<file path="src/rtl/alu_pkg.sv">
// Shared types for the ALU arbiter slice: op codes, flag layout, arbiter state.
// Latency: n/a (types and constants only).
// Backpressure: n/a.
package alu_pkg;

  parameter int ALU_W = 32;

  // Encoding is owned by the alu; the arbiter only carries it through.
  typedef enum logic [1:0] {
    ADD = 2'b00,
    SUB = 2'b01,
    AND = 2'b10,
    ORR = 2'b11
  } alu_op_t;

  // Bit order matches the alu ALUFlags bus: {N,Z,C,V}.
  typedef struct packed {
    logic n;
    logic z;
    logic c;
    logic v;
  } alu_flags_t;

  typedef enum logic {
    IDLE = 1'b0,
    EXEC = 1'b1
  } arb_state_t;

endpackage

</file>
<file path="src/rtl/alu_arbiter_if.sv">
// Bundle of request, response, alu-side and stall-counter signals of alu_arbiter.
// Latency: n/a (wiring only).
// Backpressure: valid/ready on req0/req1 and rsp0/rsp1; alu side is unthrottled.
// Ports: req{0,1}_{valid,ready,op,a,b}, rsp{0,1}_{valid,ready,result,flags},
//        alu_{a,b,ctrl,result,flags}, stall_cnt{0,1}.
// slave = arbiter side, master = issue logic / alu / bench side.
interface alu_arbiter_if #(
  parameter int WIDTH = 32,
  parameter int CNT_W = 16
);
  logic             req0_valid, req0_ready;
  logic [1:0]       req0_op;
  logic [WIDTH-1:0] req0_a, req0_b;
  logic             req1_valid, req1_ready;
  logic [1:0]       req1_op;
  logic [WIDTH-1:0] req1_a, req1_b;

  logic             rsp0_valid, rsp0_ready;
  logic [WIDTH-1:0] rsp0_result;
  logic [3:0]       rsp0_flags;
  logic             rsp1_valid, rsp1_ready;
  logic [WIDTH-1:0] rsp1_result;
  logic [3:0]       rsp1_flags;

  logic [WIDTH-1:0] alu_a, alu_b;
  logic [1:0]       alu_ctrl;
  logic [WIDTH-1:0] alu_result;
  logic [3:0]       alu_flags;

  logic [CNT_W-1:0] stall_cnt0, stall_cnt1;

  modport slave (
    input  req0_valid, req0_op, req0_a, req0_b,
    input  req1_valid, req1_op, req1_a, req1_b,
    output req0_ready, req1_ready,
    output rsp0_valid, rsp0_result, rsp0_flags,
    output rsp1_valid, rsp1_result, rsp1_flags,
    input  rsp0_ready, rsp1_ready,
    output alu_a, alu_b, alu_ctrl,
    input  alu_result, alu_flags,
    output stall_cnt0, stall_cnt1
  );

  modport master (
    output req0_valid, req0_op, req0_a, req0_b,
    output req1_valid, req1_op, req1_a, req1_b,
    input  req0_ready, req1_ready,
    input  rsp0_valid, rsp0_result, rsp0_flags,
    input  rsp1_valid, rsp1_result, rsp1_flags,
    output rsp0_ready, rsp1_ready,
    input  alu_a, alu_b, alu_ctrl,
    output alu_result, alu_flags,
    input  stall_cnt0, stall_cnt1
  );
endinterface

</file>
<file path="src/rtl/alu_rr_pick.sv">
// Two-way round-robin picker: chooses among eligible requesters, favouring the one not granted last.
// Latency: combinational.
// Backpressure: none; grant_valid low when nobody is eligible.
// Ports: elig[1:0] eligible mask, last_grant id of previous winner,
//        grant_valid someone wins, grant_id winning requester.
module alu_rr_pick (
  input  logic [1:0] elig,
  input  logic       last_grant,
  output logic       grant_valid,
  output logic       grant_id
);

  always_comb begin
    grant_valid = |elig;
    grant_id    = 1'b0;
    case (elig)
      2'b01:   grant_id = 1'b0;
      2'b10:   grant_id = 1'b1;
      2'b11:   grant_id = ~last_grant;
      default: grant_id = 1'b0;
    endcase
  end

endmodule

</file>
<file path="src/rtl/alu_arbiter.sv">
// Shares one combinational alu between two requesters, round-robin, with per-requester response registers.
// Latency: accept at edge k, response valid after edge k+1; one op per two cycles.
// Backpressure: a requester with an undrained response is never granted; ready only in IDLE.
// Ports: clk, reset (async, active-high), bus (alu_arbiter_if.slave).
// Optional: define ALU_ARB_STALL_CNT_EN for saturating per-requester stall counters;
//           otherwise stall_cnt0/1 read as zero and no counter flops exist.
module alu_arbiter
  import alu_pkg::*;
#(
  parameter int WIDTH = ALU_W,
  parameter int CNT_W = 16
) (
  input  logic         clk,
  input  logic         reset,
  alu_arbiter_if.slave bus
);

  arb_state_t       r_state;
  alu_op_t          r_op;
  logic [WIDTH-1:0] r_a, r_b;
  logic             r_owner;
  logic             r_last_grant;
  logic [1:0]       r_rsp_valid;
  logic [WIDTH-1:0] r_rsp_result0, r_rsp_result1;
  alu_flags_t       r_rsp_flags0, r_rsp_flags1;

  logic [1:0]       w_elig;
  logic             w_grant_valid, w_grant_id;
  logic             w_rdy0, w_rdy1;

  // Uses the registered response valid, so a drain in this cycle only
  // re-enables the requester from the next cycle on.
  assign w_elig = {bus.req1_valid & ~r_rsp_valid[1], bus.req0_valid & ~r_rsp_valid[0]};

  alu_rr_pick u_pick (
    .elig        (w_elig),
    .last_grant  (r_last_grant),
    .grant_valid (w_grant_valid),
    .grant_id    (w_grant_id)
  );

  assign w_rdy0 = (r_state == IDLE) && w_grant_valid && !w_grant_id;
  assign w_rdy1 = (r_state == IDLE) && w_grant_valid &&  w_grant_id;

  always_ff @(posedge clk or posedge reset) begin
    if (reset) begin
      r_state       <= IDLE;
      r_op          <= ADD;
      r_a           <= '0;
      r_b           <= '0;
      r_owner       <= 1'b0;
      r_last_grant  <= 1'b1;
      r_rsp_valid   <= 2'b00;
      r_rsp_result0 <= '0;
      r_rsp_result1 <= '0;
      r_rsp_flags0  <= '0;
      r_rsp_flags1  <= '0;
    end else begin
      if (r_rsp_valid[0] && bus.rsp0_ready) r_rsp_valid[0] <= 1'b0;
      if (r_rsp_valid[1] && bus.rsp1_ready) r_rsp_valid[1] <= 1'b0;
      case (r_state)
        IDLE: begin
          // A grant implies the winner is valid, so grant == accept here.
          if (w_grant_valid) begin
            r_owner      <= w_grant_id;
            r_last_grant <= w_grant_id;
            r_op         <= alu_op_t'(w_grant_id ? bus.req1_op : bus.req0_op);
            r_a          <= w_grant_id ? bus.req1_a : bus.req0_a;
            r_b          <= w_grant_id ? bus.req1_b : bus.req0_b;
            r_state      <= EXEC;
          end
        end
        EXEC: begin
          // Owner's response was empty at grant and cannot fill meanwhile,
          // so this never collides with the drain above.
          if (r_owner) begin
            r_rsp_valid[1] <= 1'b1;
            r_rsp_result1  <= bus.alu_result;
            r_rsp_flags1   <= alu_flags_t'(bus.alu_flags);
          end else begin
            r_rsp_valid[0] <= 1'b1;
            r_rsp_result0  <= bus.alu_result;
            r_rsp_flags0   <= alu_flags_t'(bus.alu_flags);
          end
          r_state <= IDLE;
        end
      endcase
    end
  end

  assign bus.req0_ready  = w_rdy0;
  assign bus.req1_ready  = w_rdy1;
  assign bus.rsp0_valid  = r_rsp_valid[0];
  assign bus.rsp1_valid  = r_rsp_valid[1];
  assign bus.rsp0_result = r_rsp_result0;
  assign bus.rsp1_result = r_rsp_result1;
  assign bus.rsp0_flags  = r_rsp_flags0;
  assign bus.rsp1_flags  = r_rsp_flags1;
  // Driven from the latched operands in both states so the alu inputs stay quiet.
  assign bus.alu_a       = r_a;
  assign bus.alu_b       = r_b;
  assign bus.alu_ctrl    = r_op;

`ifdef ALU_ARB_STALL_CNT_EN
  logic [CNT_W-1:0] r_stall_cnt0, r_stall_cnt1;

  always_ff @(posedge clk or posedge reset) begin
    if (reset) begin
      r_stall_cnt0 <= '0;
      r_stall_cnt1 <= '0;
    end else begin
      if (bus.req0_valid && !w_rdy0 && !(&r_stall_cnt0)) r_stall_cnt0 <= r_stall_cnt0 + 1'b1;
      if (bus.req1_valid && !w_rdy1 && !(&r_stall_cnt1)) r_stall_cnt1 <= r_stall_cnt1 + 1'b1;
    end
  end

  assign bus.stall_cnt0 = r_stall_cnt0;
  assign bus.stall_cnt1 = r_stall_cnt1;
`else
  assign bus.stall_cnt0 = {CNT_W{1'b0}};
  assign bus.stall_cnt1 = {CNT_W{1'b0}};
`endif

endmodule
</file>
<file path="src/flat_wrapper.sv">
// flat-port wrapper written by rule: the top's interface ports become plain ports
module alu_arbiter_flat import alu_pkg::*;
#(
  parameter int WIDTH = ALU_W,
  parameter int CNT_W = 16
)
  (clk, reset, bus_req0_valid, bus_req0_op, bus_req0_a, bus_req0_b, bus_req1_valid, bus_req1_op, bus_req1_a, bus_req1_b, bus_req0_ready, bus_req1_ready, bus_rsp0_valid, bus_rsp0_result, bus_rsp0_flags, bus_rsp1_valid, bus_rsp1_result, bus_rsp1_flags, bus_rsp0_ready, bus_rsp1_ready, bus_alu_a, bus_alu_b, bus_alu_ctrl, bus_alu_result, bus_alu_flags, bus_stall_cnt0, bus_stall_cnt1);
  alu_arbiter_if #(.WIDTH(WIDTH), .CNT_W(CNT_W)) bus_i ();
  input  logic clk;
  input  logic reset;
  input wire logic [$bits(bus_i.req0_valid)-1:0] bus_req0_valid;
  input wire logic [$bits(bus_i.req0_op)-1:0] bus_req0_op;
  input wire logic [$bits(bus_i.req0_a)-1:0] bus_req0_a;
  input wire logic [$bits(bus_i.req0_b)-1:0] bus_req0_b;
  input wire logic [$bits(bus_i.req1_valid)-1:0] bus_req1_valid;
  input wire logic [$bits(bus_i.req1_op)-1:0] bus_req1_op;
  input wire logic [$bits(bus_i.req1_a)-1:0] bus_req1_a;
  input wire logic [$bits(bus_i.req1_b)-1:0] bus_req1_b;
  output wire logic [$bits(bus_i.req0_ready)-1:0] bus_req0_ready;
  output wire logic [$bits(bus_i.req1_ready)-1:0] bus_req1_ready;
  output wire logic [$bits(bus_i.rsp0_valid)-1:0] bus_rsp0_valid;
  output wire logic [$bits(bus_i.rsp0_result)-1:0] bus_rsp0_result;
  output wire logic [$bits(bus_i.rsp0_flags)-1:0] bus_rsp0_flags;
  output wire logic [$bits(bus_i.rsp1_valid)-1:0] bus_rsp1_valid;
  output wire logic [$bits(bus_i.rsp1_result)-1:0] bus_rsp1_result;
  output wire logic [$bits(bus_i.rsp1_flags)-1:0] bus_rsp1_flags;
  input wire logic [$bits(bus_i.rsp0_ready)-1:0] bus_rsp0_ready;
  input wire logic [$bits(bus_i.rsp1_ready)-1:0] bus_rsp1_ready;
  output wire logic [$bits(bus_i.alu_a)-1:0] bus_alu_a;
  output wire logic [$bits(bus_i.alu_b)-1:0] bus_alu_b;
  output wire logic [$bits(bus_i.alu_ctrl)-1:0] bus_alu_ctrl;
  input wire logic [$bits(bus_i.alu_result)-1:0] bus_alu_result;
  input wire logic [$bits(bus_i.alu_flags)-1:0] bus_alu_flags;
  output wire logic [$bits(bus_i.stall_cnt0)-1:0] bus_stall_cnt0;
  output wire logic [$bits(bus_i.stall_cnt1)-1:0] bus_stall_cnt1;
  assign bus_i.req0_valid = bus_req0_valid;
  assign bus_i.req0_op = bus_req0_op;
  assign bus_i.req0_a = bus_req0_a;
  assign bus_i.req0_b = bus_req0_b;
  assign bus_i.req1_valid = bus_req1_valid;
  assign bus_i.req1_op = bus_req1_op;
  assign bus_i.req1_a = bus_req1_a;
  assign bus_i.req1_b = bus_req1_b;
  assign bus_req0_ready = bus_i.req0_ready;
  assign bus_req1_ready = bus_i.req1_ready;
  assign bus_rsp0_valid = bus_i.rsp0_valid;
  assign bus_rsp0_result = bus_i.rsp0_result;
  assign bus_rsp0_flags = bus_i.rsp0_flags;
  assign bus_rsp1_valid = bus_i.rsp1_valid;
  assign bus_rsp1_result = bus_i.rsp1_result;
  assign bus_rsp1_flags = bus_i.rsp1_flags;
  assign bus_i.rsp0_ready = bus_rsp0_ready;
  assign bus_i.rsp1_ready = bus_rsp1_ready;
  assign bus_alu_a = bus_i.alu_a;
  assign bus_alu_b = bus_i.alu_b;
  assign bus_alu_ctrl = bus_i.alu_ctrl;
  assign bus_i.alu_result = bus_alu_result;
  assign bus_i.alu_flags = bus_alu_flags;
  assign bus_stall_cnt0 = bus_i.stall_cnt0;
  assign bus_stall_cnt1 = bus_i.stall_cnt1;
  alu_arbiter #(.WIDTH(WIDTH), .CNT_W(CNT_W)) u_core (.clk(clk), .reset(reset), .bus(bus_i));
endmodule
</file>
<file path="config.mk">
export PLATFORM = sky130hd
export DESIGN_NAME = alu_arbiter_flat
export DESIGN_NICKNAME = d
export VERILOG_FILES = /design/src/rtl/alu_pkg.sv /design/src/rtl/alu_arbiter_if.sv /design/src/rtl/alu_rr_pick.sv /design/src/rtl/alu_arbiter.sv /design/src/flat_wrapper.sv
export SDC_FILE = /design/constraint.sdc
export NUM_CORES = 1
export LEC_CHECK = 0
export CAP_MARGIN = 20
export CORE_AREA = 3 3 134 136
export DETAILED_ROUTE_END_ITERATION = 8
export DIE_AREA = 0 0 137 139
export PLACE_DENSITY_LB_ADDON = 0.12
export RECOVER_POWER = 25
export SYNTH_ARGS = -nofsm -noshare
export SYNTH_HDL_FRONTEND = slang
export SYNTH_SLANG_ARGS = --single-unit
</file>
<file path="constraint.sdc">
create_clock -name clk -period 6.25 [get_ports clk]
set_input_delay 0.9375 -clock clk [delete_from_list [all_inputs] [get_ports clk]]
set_output_delay 0.9375 -clock clk [all_outputs]
set_load 0.02 [all_outputs]
</file>
== After elaboration in Yosys (flattened, before gate mapping) ==
Index checks and enable logic that the tools add are counted.

* Word-level logic and storage cells: 47
* Memory bits (writable): 0
* Flip-flop bits (word level): 143
* Bits of input ports: 174
* Memories kept: 0
* Latch bits: 0
* Bits in read-only memories: 0

* Equal/unequal tests: 2
* Divide/modulo/power cells: 0
* $lt $le $gt $ge: 0
* Add/sub/neg operators: 0
* Multiplexer cells: 11
* Bitwise gates (word level): 7
* Shift operators: 0
* Reduce and logical (&&, ||, !) cells: 10
* Multiply operators: 0

{| class="wikitable"
|+ Operators with widths
! operator !! number
|-
| 32-bit 2-to-1 mux || 2
|-
| 2-bit AND reduction || 3
|-
| 1-bit logical AND || 5
|-
| 1-bit 2-to-1 mux || 5
|-
| 1-bit NOT || 5
|-
| 2-bit == test (second input constant) || 2
|-
| 2-bit 2-to-1 mux || 2
|-
| 1-bit one-hot mux with 2 select lines || 2
|-
| 1-bit AND || 2
|-
| 2-bit OR reduction || 1
|-
| 1-bit logical NOT || 1
|}

== Logic depth before layout (Yosys ltp) ==
Gate-level depths: netlist of the first run.

* Depth in word-level cells: 6
* Mapped depth: 7
* Gate-level depth less buffers: 3

== Hierarchy ==
A second synthesis of the first run with hierarchy kept.

* Cells, all modules: 419
* Area, all modules: 6946.7 µm²

{| class="wikitable"
|+ By module, submodules not included
! module !! instances !! cells each !! seq. area each (µm²) !! area each (µm²)
|-
| alu_arbiter || 1 || 417 || 3579.7 || 6932.9
|-
| alu_rr_pick || 1 || 2 || 0.0 || 13.8
|}

== Worst setup path after synthesis of the first run ==
OpenSTA, ideal clock, no wires.

* Path type: input port to output port
* Start: in bus_req0_valid
* End: out bus_req1_ready
* Path slack: 3457 ps
* Data required time: 5312 ps
* Stages: 5
* Arrival time: 1855 ps
* Path buffers: 3
* Cell sequence: and3b_1 > clkbuf_1 > buf_2 > buf_2 > nor3_2

* Word-level cells in the longest chain between the ends: 4
* Elaborated cells between the ends (all ways): 7

{| class="wikitable"
|+ RTL lines
! what !! RTL line !! text
|-
| start: declaration || flat_wrapper.sv:11 || <nowiki>input wire logic [$bits(bus_i.req0_valid)-1:0] bus_req0_valid;</nowiki>
|-
| 1-bit AND * || alu_arbiter.sv:33 || <nowiki>assign w_elig = {bus.req1_valid & ~r_rsp_valid[1], bus.req0_valid & ~r_rsp_valid[0]};</nowiki>
|-
| 2-bit == test or 2-bit OR reduction (tied branches) || alu_rr_pick.sv:16, alu_rr_pick.sv:14 ||
|-
| 1-bit one-hot mux with 2 select lines or 1-bit logical AND (tied branches) || alu_rr_pick.sv:16, alu_arbiter.sv:43 ||
|-
| 1-bit logical AND * || alu_arbiter.sv:43 || <nowiki>assign w_rdy1 = (r_state == IDLE) && w_grant_valid && w_grant_id;</nowiki>
|-
| end: declaration || flat_wrapper.sv:20 || <nowiki>output wire logic [$bits(bus_i.req1_ready)-1:0] bus_req1_ready;</nowiki>
|}

Every way passes the cells marked *; elsewhere a longest branch is shown, timed or not.

== Worst setup path after layout of the first run ==
* Start: in bus_req1_valid
* End: out bus_req1_ready

* Word-level cells in the longest chain between the ends: 4
* Elaborated cells between the ends (all ways): 7

{| class="wikitable"
|+ RTL lines
! what !! RTL line !! text
|-
| start: declaration || flat_wrapper.sv:15 || <nowiki>input wire logic [$bits(bus_i.req1_valid)-1:0] bus_req1_valid;</nowiki>
|-
| 1-bit AND * || alu_arbiter.sv:33 ||
|-
| 2-bit == test or 2-bit OR reduction (tied branches) || alu_rr_pick.sv:16, alu_rr_pick.sv:14 ||
|-
| 1-bit one-hot mux with 2 select lines or 1-bit logical AND (tied branches) || alu_rr_pick.sv:16, alu_arbiter.sv:43 ||
|-
| 1-bit logical AND * || alu_arbiter.sv:43 ||
|}

Marks and branches as above.

==> flow_metrics.tcl, run 1 <==
set metrics [dict create \
    status "complete, but fails checks" \
    violations "max-capacitance violations, max-slew violations" \
    die_area_um2 19000 \
    drc 0 \
    ctsHoldBuffers 0 \
    worstSetupPathType "input pin to primary output" \
    cts.sinks 143 \
    rows 48 \
    synth-edff-count 0 \
    p_int_uw 3440 \
    finalHoldViolCount 0 \
    drt-vias-per-instance 5.17 \
    gp_congestion 0.792 \
    p_leak_uw 0.00401 \
    dp_hpwl_mm 14.2 \
    synthSimpleGateAreaFrac_pct 10.3 \
    port_buffers 315 \
    synthMuxAreaShare_pct 13.1 \
    synth-compound-area-share_pct 11.2 \
    clk_latency_ns 0.42 \
    synth_top_family_by_area "multiplexers" \
    ir_drop_v 0.000239 \
    cp-end-kind "primary output" \
    switchingPower_uw 2060 \
    timing.hold.ws_ns 0.503 \
    synth_fa_ha_area_share_pct 0 \
    yosysSeqAreaShare_pct 57.6 \
    fmax_ghz 0.257 \
    worst-path-max-fanout 68 \
    cts_setup_buffers 0 \
    path_clk_slew_ns 0.06 \
    synth_xor_area_share_pct 0 \
    max_slew_margin_pct -82.9 \
    coreArea_um2 17100 \
    cp.arrival_ns 2.95 \
    synth_top_area_share_pct 57.2 \
    synth.top_cells.by_count "dfrtp_1 (142), mux2_2 (72), a221o_1 (66), nor4b_1 (66), buf_4 (32)" \
    synth_area_leaders "dfrtp_1 (57%), mux2_2 (13%), a221o_1 (11%)" \
    area_growth_pct 60.7 \
    numCtsBuffers 17 \
    pin_count 348 \
    cts_root_buf "clkbuf_16" \
    finClkSkew_ns 0.00583 \
    drtPass1Iterations 4 \
    fp.dieH_um 139 \
    drt-total-wl_mm 20.1 \
    wl_per_cell_um 20.6 \
    synthFlopType "dfrtp_1" \
    dr_total_vias 5048 \
    overflow 0 \
    first_global_vias 5335 \
    cpPeakStageDelay_ns 0.69 \
    pwr-share-comb_pct 51.0 \
    critPathRequiredTime_ns 5.31 \
    antenna_found_initial 1 \
    setup-tns-final_ns 0 \
    async_flop_share_pct 100 \
    syn-mean-instance-area_um2 14.0 \
    syn_area_um2 6210 \
    drtAntennaViolNets 0 \
    max-cap-violations 2 \
    grt_pass1_wl_mm 30.4 \
    initial_core_util_pct 36.4 \
    yosysMostFrequentCell "dfrtp_1" \
    setup_viol 0 \
    die_w_um 137 \
    drtIter0Drc 279 \
    clockPowerShare_pct 18.4 \
    yosys_warnings 0 \
    cellPowerDensity_nw_per_um2 552 \
    fill_cells 1435 \
    path_common_cell "clkdlybuf4s50_1" \
    fin_nets 912 \
    drv_slew 100 \
    drive_above_1_share_pct 15.3 \
    switching_share_pct 37.5 \
    synth_top_cell_by_area "dfrtp_1" \
    rsz0062_at_grt "no" \
    grt_max_degree 83 \
    cp_slowest_cell "clkdlybuf4s50_1" \
    track_usage_pct 20.8 \
    worstHoldPathType "register to register" \
    tightest_slew_ns 2.73 \
    finalCriticalPeriod_ns 3.88 \
    ctsResizeCount 0 \
    crit_chain "clkdlybuf4s50_1 > nand2b_4 > nor3_2 > clkdlybuf4s50_1" \
    htreeDepth 4 \
    startpoint_type "input pin" \
    yosysUniqueCellTypes 22 \
    cts_tree "yes" \
    min_period_over_period_pct 62.2 \
    cts_max_path_buffers 2 \
    seqPwrFrac_pct 30.6 \
    syn_inst 443 \
    ys_ff_latch 143 \
]
[cells by family (layout without fill, tap and decap cells)]
family / count (synthesis) / count (layout)
and+or+nand+nor: 74 / 74
buffers and inverters: 82 / 358
other: 1 / 33
muxes: 72 / 72
DFF: 143 / 143
AOI/OAI and AO/OA: 71 / 71
[through the flow]
stage               total power, uW  instances  util [%]  setup WS, ns  cell area (um2)
finish                         5500        976      58.5          2.37             9980
global route                   5780        976      58.5          2.22             9980
CTS                            5560        974      58.5          2.31             9970
detailed placement             4530        943      55.0          2.31             9380
global placement               4460        942      54.9          2.31             9360
floorplan                      3210        474         -          1.48             6330
[power by group through the flow]
| stage | clock network, uW | logic [uW] | registers [uW] |
|---|---|---|---|
| floorplan | 0 | 1010 | 2200 |
| global placement | 0 | 2790 | 1680 |
| detailed placement | 0 | 2850 | 1690 |
| CTS | 1040 | 2840 | 1690 |
| global route | 1080 | 2960 | 1740 |
| finish | 1010 | 2810 | 1680 |
[final cells by class]
type | instances | area, um2 | share of cell area, %
Multi-Input combinational cell | 249 | 2270 | 22.8
Antenna cell | 1 | 2.50 | 0.0251
Timing Repair Buffer | 323 | 3240 | 32.4
Tap cell | 225 | 282 | 2.82
Sequential cell | 143 | 3580 | 35.9
Clock buffer | 20 | 457 | 4.58
Clock inverter | 11 | 131 | 1.32
Inverter | 4 | 16.3 | 0.163
[final timing paths]
path	start	to	slack (ns)	cells past startpoint
min	u_core.bus.rsp0_result[11]$_DFFE_PP0P_	u_core.bus.rsp0_result[11]$_DFFE_PP0P_	0.50	1
max	bus_req1_valid	bus_req1_ready	2.37	4
max reg2reg	u_core.r_state$_DFF_PP0_	u_core.bus.rsp1_result[21]$_DFFE_PP0P_	3.28	3
max in group asynchronous	reset	u_core.bus.rsp0_result[13]$_DFFE_PP0P_	2.81	4
min reg2reg	u_core.bus.rsp0_result[11]$_DFFE_PP0P_	u_core.bus.rsp0_result[11]$_DFFE_PP0P_	0.50	1
min in group asynchronous	reset	u_core.bus.rsp1_result[26]$_DFFE_PP0P_	1.75	2
[sequential cells by signal, summed over array words and instances, names as in the netlist]
register / cells
u_core.r_rsp_valid: 2
u_core.bus.alu_a: 32
u_core.r_last_grant: 1
u_core.bus.rsp0_flags: 4
u_core.r_state: 1
u_core.bus.alu_ctrl: 2
u_core.bus.rsp1_flags: 4
u_core.bus.rsp0_result: 32
u_core.bus.alu_b: 32
u_core.bus.rsp1_result: 32
u_core.r_owner: 1
[critical path: cells and delay by family]
kind | cells | cell delay [ns]
buffers and inverters | 2 | 1.22
AND/OR/NAND/NOR | 2 | 0.79
[cells in the final DEF (no fill, tap or decap)]
master | netlist | routed
clkinv_2 | 0 | 1
nor3b_1 | 1 | 1
clkbuf_8 | 0 | 2
a221o_1 | 66 | 66
clkbuf_16 | 0 | 17
bufinv_16 | 0 | 2
nor2b_1 | 1 | 1
clkinvlp_4 | 0 | 3
buf_4 | 32 | 4
nor4b_1 | 66 | 66
nand2b_4 | 1 | 1
clkdlybuf4s50_1 | 0 | 313
clkinvlp_2 | 0 | 1
nand2b_1 | 1 | 1
conb_1 | 1 | 32
dlygate4sd3_1 | 0 | 2
nand2_1 | 1 | 1
clkbuf_1 | 23 | 3
inv_6 | 0 | 4
a21o_1 | 4 | 3
buf_16 | 0 | 1
dfrtp_1 | 142 | 142
buf_12 | 0 | 1
and3b_2 | 0 | 1
a21o_2 | 0 | 1
dfstp_2 | 1 | 1
nor3_2 | 1 | 2
mux2_2 | 72 | 72
diode_2 | 0 | 1
inv_1 | 4 | 3
clkinv_4 | 0 | 1
o21ai_0 | 1 | 1
[per-layer routing]
layer  track usage, %  vias up  routed length [um]  part of all wire, %
met5                0        -                   0                    0
met4             9.09        0                 583                  2.9
met3             6.35       40                1670                  8.3
met2             34.8      271               10200                   51
met1             24.5     2492                7690                   38
li1                 -     2245                   -                    -
Note: power is estimated with default switching activity, not from simulation.
==> inputs of run 2 (changes only) <==
==> constraint.sdc (replaced) <==
create_clock -name clk -period 3.85 [get_ports clk]
set_input_delay 0.5775 -clock clk [delete_from_list [all_inputs] [get_ports clk]]
set_output_delay 0.5775 -clock clk [all_outputs]
set_load 0.02 [all_outputs]
==> run 2 against run 1 <==
- the flow still finishes with violations (max-capacitance violations, max-slew violations)
- worst setup slack got worse by 1.4 ns
- core utilization increased by 0.15 points
- sequential share of layout area decreased by 0.082 points
- sequential cell count unchanged
- clock power increased by 65%
- critical path depth unchanged
- critical endpoint unchanged
- largest cell class unchanged
==> flow_metrics.tcl, run 2 (same netlist as run 1, synthesis figures left out) <==
set metrics [dict create \
    status "complete, but fails checks" \
    violations "max-capacitance violations, max-slew violations" \
    cp.arrival_ns 2.27 \
    tightest_slew_ns 1.51 \
    fin_nets 914 \
    seqPwrFrac_pct 30.2 \
    max_slew_margin_pct -0.807 \
    crit_chain "clkdlybuf4s50_1 > nand2b_4 > nor3_2 > clkdlybuf4s50_1" \
    finClkSkew_ns 0.00487 \
    cts_tree "yes" \
    clockPowerShare_pct 18.6 \
    dr_total_vias 5084 \
    dp_hpwl_mm 14.6 \
    r2r_end "u_core.bus.rsp0_result[25]$_DFFE_PP0P_" \
    drtAntennaViolNets 0 \
    switching_share_pct 37.3 \
    n_antenna_cell 0 \
    finalPower_uw 8960 \
    ctsHoldBuffers 0 \
    cp-end-kind "primary output" \
    clk_latency_ns 0.42 \
    fmax_ghz 0.352 \
    hold_depth 1 \
    overflow 0 \
    whs_endpoint "u_core.bus.rsp0_result[15]$_DFFE_PP0P_" \
    die_area_um2 19000 \
    worst-path-max-fanout 24 \
    finalCriticalPeriod_ns 2.84 \
    min_period_over_period_pct 73.8 \
    final_common_cell "clkdlybuf4s50_1" \
    fill_cells 1433 \
    area_growth_pct 61.1 \
    track_usage_pct 20.7 \
    cts_setup_buffers 0 \
    drive_above_1_share_pct 16.2 \
    dp_slack_ns 0.984 \
    rows 48 \
    ctsResizeCount 0 \
    min_from "u_core.bus.rsp0_result[15]$_DFFE_PP0P_" \
    drtIter0Drc 304 \
    switchingPower_uw 3340 \
    wl_per_cell_um 20.6 \
    die_w_um 137 \
    fin_ws_ns 1.01 \
    pwr-share-comb_pct 51.1 \
    worstHoldPathType "register to register" \
    grt_max_degree 67 \
    cpPeakStageDelay_ns 0.68 \
    drt-vias-per-instance 5.20 \
    p_int_uw 5620 \
    drtPass1Iterations 4 \
    first_global_vias 5246 \
    numCtsBuffers 17 \
    multi_input_area_um2 2270 \
    startpoint_type "input pin" \
    coreArea_um2 17100 \
    cts.sinks 143 \
    timing.hold.ws_ns 0.504 \
    worstSetupPathType "input pin to primary output" \
    r2r_slack_ns 1.47 \
    drc 0 \
    drv_slew 14 \
    gp_congestion 0.813 \
    fp.dieH_um 139 \
    htreeDepth 4 \
    path_common_cell "clkdlybuf4s50_1" \
    grt_pass1_wl_mm 30.4 \
    ir_drop_v 0.000387 \
    mostFrequentLayoutCells "clkdlybuf4s50_1 (314), dfrtp_1 (141), mux2_2 (72)" \
    setup_viol 0 \
    pin_count 348 \
    drt-total-wl_mm 20.2 \
    critPathLaunch "bus_req1_valid" \
    finalHoldViolCount 0 \
    cellPowerDensity_nw_per_um2 896 \
    critPathRequiredTime_ns 3.27 \
    setup-tns-final_ns 0 \
    cp_slowest_cell "clkdlybuf4s50_1" \
    port_buffers 315 \
    cts_max_path_buffers 2 \
    seq_area_um2 3580 \
    rr_worst_depth 3 \
    rsz0062_at_grt "no" \
    p_leak_uw 0.00402 \
    path_clk_slew_ns 0.06 \
    antenna_found_initial 0 \
    cts_root_buf "clkbuf_16" \
    rr_startpoint "u_core.r_state$_DFF_PP0_" \
    max-cap-violations 1 \
    initial_core_util_pct 36.4 \
]
## run 2: cell types whose count changed in the layout (fill, tap and decap cells not counted), sizes merged
cell	change
clkinv	+4
inv	-3
buf	+2
clkbuf	-2
bufinv	+1
clkdlybuf4s50	+1
clkinvlp	+1
diode	-1
dlygate4sd3	-1
## run 2: worst max-delay path by stage
stage / endpoint / depth (start not counted)
floorplan: u_core.bus.alu_a[0]$_DFFE_PP0P_ / 1
global placement: bus_req1_ready / 4
detailed placement: bus_req1_ready / 4
CTS: bus_req1_ready / 4
global route: bus_req1_ready / 4
finish: bus_req1_ready / 4
## run 2: stage by stage
stage / utilization (%) / cell area [um2] / cells
after global routing: 58.7 / 10000 / 978
after global placement: 55.1 / 9400 / 944
after detailed placement: 55.2 / 9420 / 945
after floorplan: - / 6330 / 474
final: 58.7 / 10000 / 978
after CTS: 58.8 / 10000 / 977
## run 2: layout make-up
class | count | area share, %
multi-input cells | 249 | 22.7
repair buffers | 325 | 32.5
flip-flops and latches | 143 | 35.8
clock buffers | 18 | 4.39
inverters | 4 | 0.163
clock inverters | 14 | 1.66
well taps | 225 | 2.81
## run 2: power groups by stage
stage               Sequential, uW  Clock, uW  Combinational [uW]
global placement              2700          0                4550
CTS                           2720       1710                4650
detailed placement            2720          0                4660
finish                        2710       1670                4580
floorplan                     3570          0                1650
global route                  2800       1770                4830
## run 2: worst max-delay path, delay by kind of cell
family	cells	cell delay [ns]
buffers and inverters	2	1.20
and+or+nand+nor	2	0.49
## run 2: per-layer routing
metal  up-vias  track usage [%]  routed length, um
li1       2254                -                  -
met4         0             6.93                408
met3        24             6.86               1780
met5         -                0                  0
met2       248             36.4              10500
met1      2558             23.5               7420
